[src/rtl/split_pkg.sv]
// Shared definitions for the streaming split-constraint evaluator: mode codes,
// frame FSM states and accumulator width helper.
package split_pkg;

    localparam int MODE_TRUE        = 0;
    localparam int MODE_SUM_LE      = 1;
    localparam int MODE_PARITY_EVEN = 2;
    localparam int MODE_ALL_NZ      = 3;

    typedef enum logic [1:0] {
        IDLE  = 2'd0,
        ACC   = 2'd1,
        DRAIN = 2'd2,
        DONE  = 2'd3
    } state_t;

    // Wide enough that NUM_VARS full-scale values can never overflow the sum.
    function automatic int acc_width(input int num_vars, input int var_w);
        return var_w + $clog2(num_vars + 1);
    endfunction

endpackage

[src/rtl/split_eval_acc.sv]
// Per-frame running statistics: saturating sum, xor-parity of all bits and an
// all-values-nonzero flag. clear wins over enable.
module split_eval_acc
    import split_pkg::*;
#(
    parameter int VAR_W = 32,
    parameter int ACC_W = 37
) (
    input  logic             clk,
    input  logic             rst_n,
    input  logic             clear,
    input  logic             enable,
    input  logic [VAR_W-1:0] data,
    output logic [ACC_W-1:0] acc,
    output logic             parity,
    output logic             nz
);

    logic [ACC_W:0] sum;

    // One guard bit catches the carry so the register pins at all-ones.
    always_comb begin
        sum = {1'b0, acc} + (ACC_W + 1)'(data);
    end

    always_ff @(posedge clk or negedge rst_n) begin
        if (!rst_n) begin
            acc    <= '0;
            parity <= 1'b0;
            nz     <= 1'b1;
        end else if (clear) begin
            acc    <= '0;
            parity <= 1'b0;
            nz     <= 1'b1;
        end else if (enable) begin
            acc    <= sum[ACC_W] ? '1 : sum[ACC_W-1:0];
            parity <= parity ^ (^data);
            nz     <= nz & (|data);
        end
    end

endmodule

[src/rtl/split_eval_stream.sv]
// Streaming split-constraint evaluator: one variable per input beat, one
// verdict per frame, constraint chosen by MODE.
module split_eval_stream
    import split_pkg::*;
#(
    parameter int NUM_VARS = 20,
    parameter int VAR_W    = 32,
    parameter int MODE     = MODE_TRUE,
    parameter logic [acc_width(NUM_VARS, VAR_W)-1:0] BOUND = '0
) (
    input  logic             clk,
    input  logic             rst_n,
    input  logic             in_valid,
    output logic             in_ready,
    input  logic [VAR_W-1:0] in_data,
    input  logic             in_last,
    output logic             out_valid,
    input  logic             out_ready,
    output logic             out_x,
    output logic             out_err
);

    localparam int ACC_W = acc_width(NUM_VARS, VAR_W);
    localparam int IDX_W = (NUM_VARS > 1) ? $clog2(NUM_VARS) : 1;
    localparam logic [IDX_W-1:0] IDX_LAST = IDX_W'(NUM_VARS - 1);

    state_t           state, state_next;
    logic [IDX_W-1:0] idx, idx_next;
    logic             err, err_next;
    logic             collect;
    logic             consume;
    logic [ACC_W-1:0] acc;
    logic             parity;
    logic             nz;
    logic             verdict;

    // Handshakes: a beat transfers on a rising edge where valid&ready are both
    // high; valid never waits on ready, and a producer holding valid keeps its
    // payload stable until the transfer.
    assign collect = in_valid & in_ready & ((state == IDLE) | (state == ACC));
    assign consume = out_valid & out_ready;

    split_eval_acc #(
        .VAR_W(VAR_W),
        .ACC_W(ACC_W)
    ) u_acc (
        .clk   (clk),
        .rst_n (rst_n),
        .clear (consume),
        .enable(collect),
        .data  (in_data),
        .acc   (acc),
        .parity(parity),
        .nz    (nz)
    );

    always_comb begin
        verdict = 1'b1;
        case (MODE)
            MODE_SUM_LE:      verdict = (acc <= BOUND);
            MODE_PARITY_EVEN: verdict = ~parity;
            MODE_ALL_NZ:      verdict = nz;
            default:          verdict = 1'b1;
        endcase
    end

    always_comb begin
        state_next = state;
        idx_next   = idx;
        err_next   = err;
        in_ready   = 1'b0;
        out_valid  = 1'b0;
        out_x      = 1'b0;
        out_err    = 1'b0;
        case (state)
            IDLE, ACC: begin
                in_ready = rst_n;
                if (in_valid && rst_n) begin
                    idx_next = idx + IDX_W'(1);
                    if (in_last) begin
                        state_next = DONE;
                        if (idx != IDX_LAST) err_next = 1'b1;
                    end else if (idx == IDX_LAST) begin
                        state_next = DRAIN;
                        err_next   = 1'b1;
                    end else begin
                        state_next = ACC;
                    end
                end
            end
            // Overlong frame: swallow the tail so only one verdict is produced.
            DRAIN: begin
                in_ready = rst_n;
                if (in_valid && in_last && rst_n) state_next = DONE;
            end
            DONE: begin
                out_valid = 1'b1;
                out_x     = verdict & ~err;
                out_err   = err;
                if (out_ready) begin
                    state_next = IDLE;
                    idx_next   = '0;
                    err_next   = 1'b0;
                end
            end
            default: state_next = IDLE;
        endcase
    end

    always_ff @(posedge clk or negedge rst_n) begin
        if (!rst_n) begin
            state <= IDLE;
            idx   <= '0;
            err   <= 1'b0;
        end else begin
            state <= state_next;
            idx   <= idx_next;
            err   <= err_next;
        end
    end

endmodule
[config.mk]
export PLATFORM = sky130hd
export DESIGN_NAME = split_eval_stream
export DESIGN_NICKNAME = d
export VERILOG_FILES = /design/src/rtl/split_pkg.sv /design/src/rtl/split_eval_acc.sv /design/src/rtl/split_eval_stream.sv
export SDC_FILE = /design/constraint.sdc
export NUM_CORES = 1
export LEC_CHECK = 0
export ABC_AREA = 1
export CAP_MARGIN = 20
export CORE_MARGIN = 2
export CORE_UTILIZATION = 29
export DETAILED_ROUTE_END_ITERATION = 10
export PLACE_DENSITY = 0.75
export SLEW_MARGIN = 20
export SYNTH_ARGS = -nofsm -noshare
export SYNTH_HDL_FRONTEND = slang
export SYNTH_SLANG_ARGS = --single-unit
export TNS_END_PERCENT = 50
[constraint.sdc]
create_clock -name clk -period 1.17 [get_ports clk]
set_input_delay 0.117 -clock clk [delete_from_list [all_inputs] [get_ports clk]]
set_output_delay 0.117 -clock clk [all_outputs]
set_load 0.02 [all_outputs]
## After elaboration in Yosys (flattened, before gate mapping)

Cells that the tools add are included.

| storage, ports and cells | value |
|---|---|
| register bits after elaboration | 8 |
| bits in latches | 0 |
| bits in writable memories | 0 |
| ROM bits | 0 |
| bits of input ports | 37 |
| output and inout bits | 4 |
| logic and storage cells | 44 |
| memories kept | 0 |

| operators by class | value |
|---|---|
| $add $sub $neg | 1 |
| multiply operators | 0 |
| divide/modulo/power cells | 0 |
| order comparisons | 0 |
| eq/ne operators | 10 |
| shift-type cells | 0 |
| muxes and demuxes | 19 |
| bitwise logic cells | 1 |
| reductions and logical operators | 10 |

Operator list:

| operator | number |
|---|---|
| $mux W2 | 5 |
| $mux W5 | 2 |
| $pmux W5 S2 | 1 |
| $mux W1 | 9 |
| $ne A2 B2 Y1 const B | 3 |
| $ne A3 B3 Y1 const B | 2 |
| $pmux W2 S3 | 1 |
| $reduce_and A3 Y1 | 2 |
| $add A5 B1 Y5 const B | 1 |
| $eq A5 B5 Y1 const B | 1 |
| $ne A5 B5 Y1 const B | 1 |
| $reduce_and A5 Y1 | 1 |
| $eq A2 B2 Y1 const B | 2 |
| $logic_and A1 B1 Y1 | 3 |
| $reduce_or A3 Y1 | 1 |
| $eq A2 B1 Y1 const B | 1 |
| $logic_not A2 Y1 | 1 |
| $pmux W1 S2 | 1 |
| $reduce_bool A2 Y1 | 1 |
| $reduce_or A2 Y1 | 1 |
| $not A1 Y1 | 1 |

## Longest topological paths before layout

| depth | value |
|---|---|
| depth in word-level cells | 5 |
| gate-level depth with buffers | 8 |
| gate-level depth less buffers | 8 |

## Worst setup path after synthesis

OpenSTA, ideal clock, no wires.

| timing | value |
|---|---|
| path kind | register -> register |
| start point | register idx[0] |
| end point | register err |
| data arrival time | 987 ps |
| slack | 67 ps |
| cell stages (with the launch flop) | 9 |
| path buffers | 0 |
| path through | dfrtp_1 -> ha_1 -> nand2_1 -> inv_1 -> nand2_1 -> nand2_1 -> nand3_1 -> nand3_1 -> nand2_1 |

| on the way | value |
|---|---|
| longest elaborated chain between the ends | 3 |
| elaborated cells between the ends (all ways) | 5 |
| those cells by class | eq/ne (4); reduce/logical (1) |

RTL lines:

| item | line | source |
|---|---|---|
| start: declaration | split_eval_stream.sv:28 | `logic [IDX_W-1:0] idx, idx_next;` |
| start signal: assignment | split_eval_stream.sv:117 | `idx <= idx_next;` |
| $ne A5 B5 Y1 / $eq A5 B5 Y1 (equally long branches) | split_eval_stream.sv:82, split_eval_stream.sv:83 |  |
| $ne A3 B3 Y1 (no source line) | - |  |
| $reduce_and A5 Y1 (no source line) (*) | - |  |
| end signal: assignment | split_eval_stream.sv:118 | `err <= err_next;` |
| end: declaration | split_eval_stream.sv:29 | `logic err, err_next;` |

Every way passes the cells marked *; elsewhere a longest branch is shown, timed or not.
A chain may end at the register's enable or synchronous reset.

## Final worst setup path

| timing | value |
|---|---|
| start point | register state[1] |
| end point | output out_valid |

| on the way | value |
|---|---|
| longest elaborated chain between the ends | 2 |

RTL lines:

| item | line | source |
|---|---|---|
| start: declaration | split_eval_stream.sv:27 | `state_t state, state_next;` |
| start signal: assignment | split_eval_stream.sv:116 | `state <= state_next;` |
| $eq A2 B2 Y1 | split_eval_stream.sv:75 | `case (state)` |
| $mux W1 | split_eval_stream.sv:75 |  |
| end: declaration | split_eval_stream.sv:17 | `output logic out_valid,` |

No other way between the ends.

==> out/metrics.cfg <==
[status]
status = finished with violations
violations = setup timing

[setup_path]
cp_slowest_stage_delay_ns = 0.41
endpoint_kind = output pin
rr_startpoint = state[1]
crit_fanout = 4
r2r-end = idx[2]
path_cells = nand2_4 -> clkinv_4 -> buf_6 -> buf_6
crit_path_start_kind = flip-flop
path_buf_inv = 3
reg2reg_slack_ns = 0.01
path_class = reg2out
reg2regPathDepth = 8
worst_ep_arrival_time_ns = 1.08
slowest_stage = dfrtp_1
cp_top_family = flip-flops
cp_common_cell = buf_6
worstPathRequired_ns = 1.05

[sta]
hold-worst-slack_ns = 0.1390
period_share_pct = 102.2
tightest_slew_ns = 0.2802
setup_violations = 2
skew_ns = 0.01463
rsz0062_at_grt = true
maxSlewHeadroom_pct = 81.25
hold_viol = 0
final-max-slew-violation-count = 0
fmax_ghz = 0.8364
setup_slack_ns = -0.02557
min_period_ns = 1.196

[placement]
gp_congestion = 0.8320
hpwl_um = 924.9
placedInstanceArea_um2 = 738.2
place_ws_ns = -0.3023
io_buffer_count = 8

[power_and_ir_drop]
switching_share_pct = 42.76
pwr-share-comb_pct = 61.0
peakVddDrop_uv = 1016
total_switching_power_mw = 0.7816
p_per_area_nw_per_um2 = 2190
seq_power_share_pct = 26.5
total_power_mw = 1.828
clkPwrFrac_pct = 12.5
leakage_nw = 0.4188
power.internal_mw = 1.046

[route]
dr.pass1.iters = 4
via_per_inst = 4.550
drt_iter0_drc = 7
ant_nets = 0
drc_errors = 0
routed_wl_mm = 1.355
routed-via-count = 546
wl_per_cell_um = 11.29

[clocking]
cts_buffer_depth = 2
clk_pin_slew_ns = 0.07
clk_latency_ns = 0.27
cts_root_buf = clkbuf_4
cts_buffers = 3
cts_htree_levels = 1
hold_buffers = 0
cts_tree = done
cts_sinks = 8

[finish]
drive_gt1_share_pct = 48.42
fin_area_um2 = 834.6
diodes = 0
fillers = 183
nNetsFinal = 135
syn2layout_area_growth_pct = 57.68

[synthesis]
syn_nets = 107
synth_xor_area_share_pct = 0
synth_fa_ha_area_share_pct = 2.364
ys_seq_elements = 8
avgSynthCellArea_um2 = 7.670
synth-simple-area-share_pct = 44.21
synth_compound_area_share_pct = 8.274
synth_top_family_by_area = simple AND/OR/NAND/NOR gates
yosysSeqAreaShare_pct = 37.83
yosysWarnings = 0
muxShareOfSynthArea_pct = 0
syn_area_um2 = 529.3
syn_inst = 69
synth_cell_type_count = 20

[run]
cap_violations = 0

[global_route]
first_global_vias = 476
track_usage_pct = 14.16
grt_pass1_wl_mm = 2.042
gr-total-overflow = 0
grt_max_degree = 10
antenna_found_initial = 0

[die]
dieArea_um2 = 2183
rows = 15
die_h_um = 46.72
chipWidth_um = 46.72
boundaryPins = 41
start_util_pct = 30.65
placeableCoreArea_um2 = 1727

[min_path]
worstHoldPathType = in2async

-- sequential cells by signal, summed over array words and instances (netlist names) --
| name | flops |
|---|---|
| err | 1 |
| idx | 5 |
| state | 2 |
-- layout make-up --
class / count / area, um2 / share of cell area, %
well taps: 25 / 31.28 / 3.748
repair buffers: 23 / 195.2 / 23.39
multi-input cells: 52 / 344.1 / 41.23
clock buffers: 3 / 22.52 / 2.699
flip-flops and latches: 8 / 200.2 / 23.99
inverters: 9 / 41.29 / 4.948
-- layout by cell type, fill, tap and decap left out --
master            n
buf_6             4
dfrtp_1           8
a21oi_1           3
a21oi_2           2
nor2_2            2
inv_2             1
clkdlybuf4s50_1   4
inv_4             1
nor2_4            2
nand2_2           5
o21ai_0           1
nor2_1            7
inv_1             6
clkbuf_4          3
nand2_4           2
nand3_1           5
nand4_1           1
nand2_1          13
buf_4            14
buf_2             1
nand2_8           1
ha_4              1
and3_1            1
a22o_2            1
nand3_2           5
clkinv_4          1
-- worst max path at each step --
| stage | startpoint | endpoint | slack [ns] | cells after the start |
|---|---|---|---|---|
| 6_report | state[1] | out_valid | -0.03 | 4 |
| 3_5_place_dp | rst_n | idx[1] | -0.30 | 6 |
| 2_1_floorplan | idx[0] | err | 0.07 | 8 |
| 3_3_place_gp | rst_n | idx[1] | -0.31 | 6 |
| 5_1_grt | state[1] | idx[2] | -0.07 | 8 |
| 4_1_cts | state[0] | out_valid | -0.03 | 4 |
-- cell usage after synthesis --
cell	number	area, um2
nor2_4	1	11.26
nand3_2	1	10.01
a22o_2	1	10.01
and3_1	1	6.260
o21ai_0	1	5.000
nand2_2	2	12.51
inv_1	7	26.28
a21oi_1	4	20.02
clkinv_4	1	8.760
nor2_2	1	6.260
nor2_1	9	33.78
ha_1	1	12.51
nand4_1	1	6.260
nand2_8	1	20.02
a21oi_2	1	8.760
nand2_1	16	60.06
nand3_1	9	45.04
inv_2	1	3.750
nand2_4	2	22.52
dfrtp_1	8	200.2
-- timing repair --
item | 4_1_cts | 5_1_grt
resized for setup | 25 | 13
setup buffers | 0 | 2
pin swaps | 1 | 4
setup endpoints to repair | 9 | 9
-- cell families after synthesis --
group	Yosys count
and+or+nand+nor	44
buffers and inverters	9
DFF	8
AOI/OAI and AO/OA	7
adders and majority gates	1
-- power groups by stage --
stage	clock, mW	sequential, mW	combinational [mW]
after floorplan	0	0.471	0.539
after global placement	0	0.464	0.969
after detailed placement	0	0.474	0.998
after CTS	0.239	0.470	1.02
after global routing	0.254	0.495	1.25
final	0.229	0.484	1.11
-- metal layers --
| metal | GRT usage, % | part of all wire, % | vias up |
|---|---|---|---|
| li1 | - | - | 278 |
| met1 | 16.82 | 40 | 258 |
| met2 | 22.22 | 54 | 10 |
| met3 | 7.059 | 5.8 | 0 |
| met4 | 5.000 | 0 | 0 |
| met5 | 0 | 0 | - |
-- stage by stage --
| step | TNS, ns | utilization [%] | instances |
|---|---|---|---|
| final | -0.02825 | 48.33 | 120 |
| after global routing | -0.4496 | 48.33 | 120 |
| after CTS | -0.03406 | 44.49 | 118 |
| after detailed placement | -2.789 | 42.75 | 115 |
| after global placement | -2.656 | 42.75 | 115 |
| after floorplan | 0 | - | 69 |
No activity file was read; power rests on OpenSTA's default activity.
